$ cat src/rtl/seg_scan_pkg.sv
// Shared definitions for the 7-segment scan controller: FSM encoding,
// blank segment pattern and an all-anodes-off mask helper.
package seg_scan_pkg;

    typedef enum logic [1:0] {
        ST_IDLE  = 2'd0,
        ST_BLANK = 2'd1,
        ST_DRIVE = 2'd2
    } state_e;

    // Active-low segments g..a, all dark.
    localparam logic [6:0] SEG_BLANK = 7'h7F;

    // Widest anode vector the helper below can describe.
    localparam int AN_MAX_W = 32;

    // Active-low anodes: returns a mask with the low n bits set (all off).
    function automatic logic [AN_MAX_W-1:0] an_off(input int n);
        logic [AN_MAX_W-1:0] m;
        m = '0;
        for (int i = 0; i < AN_MAX_W; i++) begin
            if (i < n) begin
                m[i] = 1'b1;
            end
        end
        return m;
    endfunction

endpackage

$ cat src/rtl/seg_scan_ctrl_if.sv
// Digit bus from the counter datapath and display pin bundle of the scan
// controller. The controller uses the slave view; the producer of digits
// and consumer of pins uses the master view.
interface seg_scan_ctrl_if #(
    parameter int NUM_DIGITS = 8
);
    logic                      en;
    logic [4*NUM_DIGITS-1:0]   digits;
    logic [NUM_DIGITS-1:0]     dp_mask;
    logic                      lz_suppress;
    logic [6:0]                seg;
    logic                      dp;
    logic [NUM_DIGITS-1:0]     an;
    logic                      frame_start;

    modport master (
        output en, digits, dp_mask, lz_suppress,
        input  seg, dp, an, frame_start
    );

    modport slave (
        input  en, digits, dp_mask, lz_suppress,
        output seg, dp, an, frame_start
    );
endinterface

$ cat src/rtl/bcd_to_7seg.sv
// Shared BCD to 7-segment decoder, active-low segments g..a.
// Codes above 9 show the "0" pattern.
module bcd_to_7seg (
    input  logic [3:0] bcd,
    output logic [6:0] seg_n
);

    // Pure lookup, one pattern per BCD code.
    always_comb begin
        case (bcd)
            4'd0:    seg_n = 7'h40;
            4'd1:    seg_n = 7'h79;
            4'd2:    seg_n = 7'h24;
            4'd3:    seg_n = 7'h30;
            4'd4:    seg_n = 7'h19;
            4'd5:    seg_n = 7'h12;
            4'd6:    seg_n = 7'h02;
            4'd7:    seg_n = 7'h78;
            4'd8:    seg_n = 7'h00;
            4'd9:    seg_n = 7'h10;
            default: seg_n = 7'h40;
        endcase
    end

endmodule

$ cat src/rtl/digit_slot_timer.sv
// Slot counter for the scan controller. Counts clock cycles inside the
// current BLANK or DRIVE phase and flags the last cycle of each phase.
// The owner clears it on every phase change and while idle.
module digit_slot_timer #(
    parameter int SCAN_DIV     = 100000,
    parameter int BLANK_CYCLES = 1000
) (
    input  logic clk,
    input  logic rst_n,
    input  logic clr,
    output logic blank_tc,
    output logic drive_tc
);

    localparam int CW = $clog2(SCAN_DIV);

    // Last count value of each phase; DRIVE fills the rest of the slot.
    localparam logic [CW-1:0] BLANK_LAST = CW'(BLANK_CYCLES - 1);
    localparam logic [CW-1:0] DRIVE_LAST = CW'(SCAN_DIV - BLANK_CYCLES - 1);

    logic [CW-1:0] cnt_q;
    logic [CW-1:0] cnt_d;

    // Restart at zero on a phase change, otherwise count up.
    always_comb begin
        cnt_d = cnt_q + CW'(1);
        if (clr) begin
            cnt_d = '0;
        end
    end

    // Counter register.
    always_ff @(posedge clk or negedge rst_n) begin
        if (!rst_n) begin
            cnt_q <= '0;
        end else begin
            cnt_q <= cnt_d;
        end
    end

    // Terminal counts are decoded from the registered count so the FSM
    // next-state logic has no combinational loop through the clear.
    assign blank_tc = (cnt_q == BLANK_LAST);
    assign drive_tc = (cnt_q == DRIVE_LAST);

endmodule

$ cat src/rtl/seg_scan_ctrl.sv
// Time-multiplexed driver for a common-anode multi-digit 7-segment display.
// Each digit slot starts with a dark guard interval (BLANK) before the
// anode is enabled (DRIVE), so the old digit's segments never appear under
// the new anode. Inputs are snapshotted once per frame so a digit bus that
// changes mid-scan cannot tear the displayed value.
module seg_scan_ctrl
    import seg_scan_pkg::*;
#(
    parameter int NUM_DIGITS   = 8,
    parameter int SCAN_DIV     = 100000,
    parameter int BLANK_CYCLES = 1000
) (
    input  logic            clk,
    input  logic            rst_n,
    seg_scan_ctrl_if.slave  bus
);

    localparam int IW = (NUM_DIGITS > 1) ? $clog2(NUM_DIGITS) : 1;
    localparam logic [IW-1:0]         IDX_LAST   = IW'(NUM_DIGITS - 1);
    localparam logic [NUM_DIGITS-1:0] AN_ALL_OFF = NUM_DIGITS'(an_off(NUM_DIGITS));

    state_e                    state_q;
    state_e                    state_d;
    logic [IW-1:0]             idx_q;
    logic [IW-1:0]             idx_d;

    logic [4*NUM_DIGITS-1:0]   digits_snap_q;
    logic [4*NUM_DIGITS-1:0]   digits_snap_d;
    logic [NUM_DIGITS-1:0]     dp_mask_snap_q;
    logic [NUM_DIGITS-1:0]     dp_mask_snap_d;
    logic                      lz_snap_q;
    logic                      lz_snap_d;

    logic [NUM_DIGITS-1:0]     an_q;
    logic [NUM_DIGITS-1:0]     an_d;
    logic [6:0]                seg_q;
    logic [6:0]                seg_d;
    logic                      dp_q;
    logic                      dp_d;
    logic                      frame_start_q;
    logic                      frame_start_d;

    logic                      take_snap;
    logic                      clr;
    logic                      blank_tc;
    logic                      drive_tc;
    logic [NUM_DIGITS-1:0]     lz_blank;
    logic [3:0]                sel_digit;
    logic [6:0]                dec_seg;

    digit_slot_timer #(
        .SCAN_DIV     (SCAN_DIV),
        .BLANK_CYCLES (BLANK_CYCLES)
    ) u_timer (
        .clk      (clk),
        .rst_n    (rst_n),
        .clr      (clr),
        .blank_tc (blank_tc),
        .drive_tc (drive_tc)
    );

    // Next-state logic: phase sequencing, digit index and snapshot strobe.
    always_comb begin
        state_d   = state_q;
        idx_d     = idx_q;
        take_snap = 1'b0;
        case (state_q)
            ST_IDLE: begin
                if (bus.en) begin
                    state_d   = ST_BLANK;
                    take_snap = 1'b1;
                end
            end
            ST_BLANK: begin
                if (!bus.en) begin
                    state_d = ST_IDLE;
                end else if (blank_tc) begin
                    state_d = ST_DRIVE;
                end
            end
            ST_DRIVE: begin
                if (!bus.en) begin
                    state_d = ST_IDLE;
                end else if (drive_tc) begin
                    state_d = ST_BLANK;
                    if (idx_q == IDX_LAST) begin
                        idx_d     = '0;
                        take_snap = 1'b1;
                    end else begin
                        idx_d = idx_q + IW'(1);
                    end
                end
            end
            default: begin
                state_d = ST_IDLE;
            end
        endcase
        // Re-enabling always starts a fresh frame at the rightmost digit.
        if (state_d == ST_IDLE) begin
            idx_d = '0;
        end
        clr = (state_d != state_q) || (state_d == ST_IDLE);

        digits_snap_d  = digits_snap_q;
        dp_mask_snap_d = dp_mask_snap_q;
        lz_snap_d      = lz_snap_q;
        if (take_snap) begin
            digits_snap_d  = bus.digits;
            dp_mask_snap_d = bus.dp_mask;
            lz_snap_d      = bus.lz_suppress;
        end
    end

    // Leading-zero mask: a digit is dark when it and everything to its
    // left are zero. Digit 0 always shows so a zero value reads "0".
    always_comb begin
        logic zero_run;
        lz_blank = '0;
        zero_run = 1'b1;
        for (int i = NUM_DIGITS - 1; i > 0; i--) begin
            zero_run    = zero_run & (digits_snap_d_unused_guard(i) == 4'd0);
            lz_blank[i] = zero_run & lz_snap_q;
        end
    end

    // Picks digit i out of the current snapshot.
    function automatic logic [3:0] digits_snap_d_unused_guard(input int i);
        return digits_snap_q[4*i +: 4];
    endfunction

    assign sel_digit = digits_snap_q[{idx_q, 2'b00} +: 4];

    bcd_to_7seg u_dec (
        .bcd   (sel_digit),
        .seg_n (dec_seg)
    );

    // Output decode from the current state; registered below so pins
    // change one cycle after each state transition, glitch-free.
    always_comb begin
        an_d          = AN_ALL_OFF;
        seg_d         = SEG_BLANK;
        dp_d          = 1'b1;
        frame_start_d = take_snap;
        if (state_q == ST_DRIVE) begin
            an_d[idx_q] = 1'b0;
            seg_d       = lz_blank[idx_q] ? SEG_BLANK : dec_seg;
            dp_d        = ~dp_mask_snap_q[idx_q];
        end
    end

    // Control and pin registers.
    always_ff @(posedge clk or negedge rst_n) begin
        if (!rst_n) begin
            state_q       <= ST_IDLE;
            idx_q         <= '0;
            an_q          <= AN_ALL_OFF;
            seg_q         <= SEG_BLANK;
            dp_q          <= 1'b1;
            frame_start_q <= 1'b0;
        end else begin
            state_q       <= state_d;
            idx_q         <= idx_d;
            an_q          <= an_d;
            seg_q         <= seg_d;
            dp_q          <= dp_d;
            frame_start_q <= frame_start_d;
        end
    end

    // Frame snapshot registers; contents are only used after a capture.
    always_ff @(posedge clk) begin
        digits_snap_q  <= digits_snap_d;
        dp_mask_snap_q <= dp_mask_snap_d;
        lz_snap_q      <= lz_snap_d;
    end

    assign bus.an          = an_q;
    assign bus.seg         = seg_q;
    assign bus.dp          = dp_q;
    assign bus.frame_start = frame_start_q;

endmodule
$ cat src/flat_wrapper.sv
// flat-port wrapper written by rule: the top's interface ports become plain ports
module seg_scan_ctrl_flat import seg_scan_pkg::*;
#(
    parameter int NUM_DIGITS   = 8,
    parameter int SCAN_DIV     = 100000,
    parameter int BLANK_CYCLES = 1000
)
  (clk, rst_n, bus_en, bus_digits, bus_dp_mask, bus_lz_suppress, bus_seg, bus_dp, bus_an, bus_frame_start);
  seg_scan_ctrl_if #(.NUM_DIGITS(NUM_DIGITS)) bus_i ();
  input  logic clk;
  input  logic rst_n;
  input wire logic [$bits(bus_i.en)-1:0] bus_en;
  input wire logic [$bits(bus_i.digits)-1:0] bus_digits;
  input wire logic [$bits(bus_i.dp_mask)-1:0] bus_dp_mask;
  input wire logic [$bits(bus_i.lz_suppress)-1:0] bus_lz_suppress;
  output wire logic [$bits(bus_i.seg)-1:0] bus_seg;
  output wire logic [$bits(bus_i.dp)-1:0] bus_dp;
  output wire logic [$bits(bus_i.an)-1:0] bus_an;
  output wire logic [$bits(bus_i.frame_start)-1:0] bus_frame_start;
  assign bus_i.en = bus_en;
  assign bus_i.digits = bus_digits;
  assign bus_i.dp_mask = bus_dp_mask;
  assign bus_i.lz_suppress = bus_lz_suppress;
  assign bus_seg = bus_i.seg;
  assign bus_dp = bus_i.dp;
  assign bus_an = bus_i.an;
  assign bus_frame_start = bus_i.frame_start;
  seg_scan_ctrl #(.NUM_DIGITS(NUM_DIGITS), .SCAN_DIV(SCAN_DIV), .BLANK_CYCLES(BLANK_CYCLES)) u_core (.clk(clk), .rst_n(rst_n), .bus(bus_i));
endmodule
$ cat config.mk
export PLATFORM = sky130hd
export DESIGN_NAME = seg_scan_ctrl_flat
export DESIGN_NICKNAME = d
export VERILOG_FILES = /design/src/rtl/seg_scan_pkg.sv /design/src/rtl/seg_scan_ctrl_if.sv /design/src/rtl/bcd_to_7seg.sv /design/src/rtl/digit_slot_timer.sv /design/src/rtl/seg_scan_ctrl.sv /design/src/flat_wrapper.sv
export SDC_FILE = /design/constraint.sdc
export NUM_CORES = 1
export LEC_CHECK = 0
export CAP_MARGIN = 20
export CORE_MARGIN = 10
export CORE_UTILIZATION = 54
export CTS_CLUSTER_DIAMETER = 150
export CTS_CLUSTER_SIZE = 8
export DETAILED_ROUTE_END_ITERATION = 12
export PLACE_DENSITY_LB_ADDON = 0.15
export SETUP_SLACK_MARGIN = 0.5
export SKIP_LAST_GASP = 1
export SYNTH_ARGS = -nofsm -noshare
export SYNTH_HDL_FRONTEND = slang
export SYNTH_SLANG_ARGS = --single-unit
$ cat constraint.sdc
create_clock -name clk -period 12.97 [get_ports clk]
set_clock_uncertainty 0.2 [all_clocks]
set_input_delay 1.9455 -clock clk [delete_from_list [all_inputs] [get_ports clk]]
set_output_delay 1.9455 -clock clk [all_outputs]
set_load 0.01 [all_outputs]
After elaboration in Yosys (flattened, before gate mapping)
Memories as Yosys holds them, arrays and structs flattened.
Cells that the tools add are included.
Storage, ports and cells
  output and inout port bits: 17
  memories kept: 1
  register bits: 80
  memory bits (read-only): 112
  bits of input ports: 44
  word-level logic and storage cells: 79
Memories
  (no name shown): words 16, bits a word 7, read ports 1, clocked after memory_dff 0, write ports 0, line bcd_to_7seg.sv:10  | case (bcd)
Cells by class
  mux-type cells: 27
  order comparisons: 2
  reductions and logical operators: 15
  eq/ne operators: 6
  add/subtract/negate cells: 2
  bitwise logic cells: 15
  shifts and indexed selects: 1
Operators by type and width (number)
  $shiftx 32x6->4: 1
  $logic_not 4->1: 7
  $add 17x1->17 const B: 1
  $eq 17x10->1 const B: 1
  $eq 17x17->1 const B: 1
  $mux 17: 1
  $mux 3: 5
  $mux 7: 2
  $and 1x1->1: 13
  $mux 2: 5
  $mux 1: 8
  $mux 8: 1
  $not 8->8: 1
  $bmux 1 s3: 2
  $pmux 2 s3: 1
  $reduce_bool 2->1: 3
  $logic_not 2->1: 2
  $lt 3x4->1 const B: 1
  $add 3x1->3 const B: 1
  $demux 1 s3: 1
  $eq 3x3->1 const B: 1
  $ge 3x1->1 const B: 1
  $reduce_and 3->1: 1
  $eq 2x1->1 const B: 1
  other kinds (6): 6

Logic depth before layout (Yosys ltp)
  depth after elaboration: 12
  depth in mapped cells: 9
  depth with buffers taken out: 8

Cells and area by module
A second synthesis with hierarchy kept.
Unflattened totals
  cells, all modules: 302
  area, all modules: 3743.6 µm²
By module, submodules not included
  seg_scan_ctrl: seq. area each 1801.7 µm², instances 1, area each 2607.5 µm², cells an instance 184
  digit_slot_timer: seq. area each 425.4 µm², instances 1, area each 952.2 µm², cells an instance 94
  bcd_to_7seg: seq. area each 0.0 µm², instances 1, area each 183.9 µm², cells an instance 24

Worst setup path before layout
Ideal clock, no wire load.
  path kind: input -> register
  start point: in bus_en
  end point: reg u_core.digits_snap_q[0] (enable)
  stages: 1
  buffers on the path: 0
  setup time: 0.501 ns
  setup slack: 7.276 ns
  required time: 12.269 ns
  arrival: 4.993 ns
  cell sequence: nor3b_1
On the way
  cells in the longest elaborated chain, start to end: 2
  elaborated cells between the ends (all ways): 3
  those cells by class: 3 x mux
Ends and longest elaborated chain
  start: declaration: line flat_wrapper.sv:12  | input wire logic [$bits(bus_i.en)-1:0] bus_en;
  $mux 1 (on tied branches): line seg_scan_ctrl.sv:82, seg_scan_ctrl.sv:69
  $pmux 1 s2 (*): line seg_scan_ctrl.sv:67  | case (state_q)
  end signal: assignment: line seg_scan_ctrl.sv:173  | digits_snap_q <= digits_snap_d;
  end: declaration: line seg_scan_ctrl.sv:27  | logic [4*NUM_DIGITS-1:0] digits_snap_q;
Every way passes the cells marked *; elsewhere a longest branch is shown, timed or not.
A chain may end at the register's enable or synchronous reset.

Final worst setup path
  start point: reg u_core.an_q[3], in the netlist u_core.bus.an[3]
  end point: out bus_an[3]
RTL lines
  start: declaration: line seg_scan_ctrl.sv:34  | logic [NUM_DIGITS-1:0] an_q;
  start signal: assignment: line seg_scan_ctrl.sv:164  | an_q <= an_d;
  end: declaration: line flat_wrapper.sv:18  | output wire logic [$bits(bus_i.an)-1:0] bus_an;
No word-level cell between the ends.

==> key figures <==
Power
  • Sequential share of power: 57.6%
  • Pwr dens: between 100 and 150 nW/µm²
  • VDD IR max: 76.3 µV
  • Clock power share: between 30% and 40%
  • Net Sw Frac: 21.4%
  • Leak: between 1.5 and 2 nW
  • Int Pwr: about 0.38 mW
  • Combinational share of power: about 5.5%
  • P_sw: just over 0.1 mW
  • Total Power: just under 0.5 mW

Clock tree
  • CTS tree: yes
  • # hold bufs at CTS: 0
  • Setup Fix Bufs, Post-CTS: 0
  • Max H-tree Level: 3
  • Clock tree sinks: 80
  • Post-CTS Resized: 0
  • Inserted Clock Buffers: 9
  • CTS Root Cell: clkbuf_8
  • CTS clk-pin slew, worst paths: approximately 0.08 ns
  • CTS Buffer Depth: 2
  • Worst-skew pair later-pin latency: 0.34 ns

Critical path
  • WP data arrival: 1.40 ns
  • CP endpoint kind: output port
  • Crit Path Category: reg2out
  • Worst setup SP type: flip-flop
  • Slowest stage delay, CP: around 0.53 ns
  • Top cell family by delay on the critical path: buffers and inverters
  • Crit path cell chain: clkdlybuf4s50_1
  • CP max FO: 1
  • Slowest CP cell: clkdlybuf4s50_1
  • Worst Path Buf+Inv: 1
  • Crit path required time: ~11 ns

Placed design
  • Routability cong.: 0.815
  • I/O Buffers: 60
  • DP Wirelength: slightly below 5000 µm
  • Pre-CTS setup slack: 9.15 ns
  • Placed inst area: 4170 µm²

Logic synthesis
  • Post-synth top flop: edfxtp_1
  • Post-Syn Instances: 252
  • Syn Nets: approximately 300
  • Sequential share of the synthesized area: 63.3%
  • Synthesized area per cell: between 10 and 15 µm²
  • Yosys reg bits: 80
  • Area fraction of the dominant cell type after synthesis: around a third
  • Leading area contributor after synthesis: edfxtp_1
  • Post-synthesis cell area: about 3500 µm²
  • Post-synth cell types: 46
  • Post-synth EDFFs: 41
  • Async set-reset flop share out of synthesis: around 49%
  • Number of synthesis warnings: 0
  • Synth area leaders: edfxtp_1 (35%), dfrtp_1 (16%), dfstp_2 (12%)

Die
  • I/O pin count: 61
  • Full die area: between 10,000 and 15,000 µm²
  • Die H: just over 100 µm
  • Core area: around 6300 µm²
  • Initial core utilization: between 50% and 60%
  • Die width: between 100 and 150 µm
  • Rows: 29

Flow run
  • Max Cap Viol: 0

STA
  • Final setup fails: 0
  • Hold Slack: 0.322 ns
  • Final Hold Vio Count: 0
  • Crit path time final: 3.54 ns
  • Fin crit share: 27.3%
  • Setup ws final: around 9.4 ns
  • Max-slew violation count: 0
  • RSZ-0062 raised after global routing: false
  • Setup_tns: 0 ns
  • Worst slew margin: 44.4%
  • Worst slew pin tran: between 0.8 and 0.9 ns
  • Peak Freq: between 200 and 300 MHz

Global route
  • GR Util All Layers: a little over an eighth
  • Vias in the first global route: 2,218
  • Initial antenna violation count: 0
  • First-pass GRT wire length: approximately 11,000 µm
  • Largest net degree at the start of global routing: 43
  • GR Overflow Total: 0

Min path
  • Hold Crit Class: reg2reg

Final layout
  • Layout net count: around 370
  • Share of cells above drive strength 1: between 10% and 20%
  • Fillcell total: roughly 490
  • Fin area: around 4400 µm²
  • Area growth from synthesis to layout: 24.0%
  • Antenna diode count: 0

Detailed routing
  • DRC: 0
  • Post-Route WL: 6550 µm
  • Antenna viol nets, final: 0
  • Vias per cell: around 5.5
  • DR iter-0 viols: between 80 and 90
  • First-pass DRT Iterations: 4
  • Vias post-DR: 2,187
  • WL per Instance: approximately 16 µm

Status
  • Status: complete, no violations
cell usage in the layout, fill, tap and decap left out, drive strengths merged, types with 5 or more instances in the layout:
cell type	n
and2	5
and4	6
nand3	9
dfrtp	23
mux2i	7
nand2	24
xor2	11
ha	7
o21ai	7
nor2	23
mux4	10
dfstp	16
inv	9
clkbuf	10
nor4	8
edfxtp	41
xnor2	5
clkdlybuf4s50	59
final timing paths:
check                                                  start                                 end  slack (ns)  cells after the start
setup / recovery                  u_core.bus.an[3]$_DFF_PN1_                           bus_an[3]        9.43                      1
hold / removal             u_core.u_timer.cnt_q[0]$_DFF_PN0_   u_core.u_timer.cnt_q[0]$_DFF_PN0_        0.32                      1
setup reg to reg                 u_core.idx_q[1]$_DFFE_PN0P_  u_core.dp_mask_snap_q[7]$_DFFE_PP_       10.37                      5
hold reg to reg            u_core.u_timer.cnt_q[0]$_DFF_PN0_   u_core.u_timer.cnt_q[0]$_DFF_PN0_        0.32                      1
max in group asynchronous                              rst_n   u_core.u_timer.cnt_q[7]$_DFF_PN0_       10.55                      1
min in group asynchronous                              rst_n         u_core.idx_q[2]$_DFFE_PN0P_        1.51                      1
power groups by stage:
stage	sequential, mW	combinational [mW]	clock [mW]
global route	0.279	0.0293	0.192
finish	0.278	0.0267	0.178
detailed placement	0.283	0.0271	0
CTS	0.278	0.0272	0.180
floorplan	0.282	0.00952	0
global placement	0.283	0.0266	0
logic make-up (layout without fill, tap and decap cells):
kind of cell | Yosys count | count (layout) | synth area share [%]
adders and majority gates | 7 | 7 | 2.49
xor gates and xnor gates | 16 | 16 | 3.99
DFF | 80 | 80 | 63.3
and+or+nand+nor | 93 | 93 | 13.9
buffers and inverters | 15 | 85 | 2.28
AOI/OAI and AO/OA | 22 | 22 | 4.16
muxes | 19 | 19 | 9.86
metrics by stage:
step / util (%) / instances
after floorplan: - / 252
after global placement: 65.7 / 383
after detailed placement: 65.7 / 383
after CTS: 68.7 / 399
after global routing: 68.7 / 399
final: 68.7 / 399
cell usage after synthesis (2+ instances only):
cell type and n:
edfxtp_1 41, nand2_1 24, dfrtp_1 23, nor2_1 23
dfstp_2 16, xor2_1 11, mux4_2 10, nand3_1 9
nor4_1 8, ha_1 7, and4_1 6, inv_1 5
mux2i_1 5, xnor2_1 5, a21oi_1 4, and2_1 4
nor2b_1 4, o21ai_1 4, buf_6 3, nor3b_1 3
o22ai_1 3, a31oi_1 2, and4b_1 2, buf_1 2
clkbuf_1 2, inv_2 2, mux2i_4 2, nand4_1 2
o21ai_0 2, o2bb2ai_1 2
state kept, by name, indices dropped and copies added (netlist names):
| name | cells |
|---|---|
| u_core.bus.an | 8 |
| u_core.bus.dp | 1 |
| u_core.bus.frame_start | 1 |
| u_core.bus.seg | 7 |
| u_core.digits_snap_q | 32 |
| u_core.dp_mask_snap_q | 8 |
| u_core.idx_q | 3 |
| u_core.lz_snap_q | 1 |
| u_core.state_q | 2 |
| u_core.u_timer.cnt_q | 17 |
layer usage:
layer | vias up | wire length [µm] | global-route usage, %
li1 | 1055 | - | -
met1 | 1057 | 2930 | 17.4
met2 | 67 | 2980 | 19.6
met3 | 8 | 533 | 4.73
met4 | 0 | 103 | 6.20
met5 | - | 0 | 0
cell type report:
class | instances | area [µm²] | area share [%]
well taps | 77 | 96.3 | 2.21
flip-flops and latches | 80 | 2230 | 51.1
repair buffers | 62 | 611 | 14.0
inverters | 7 | 26.3 | 0.603
clock buffers | 10 | 128 | 2.93
clock inverters | 6 | 58.8 | 1.35
multi-input cells | 157 | 1210 | 27.8
(Power assumes the default switching activity.)
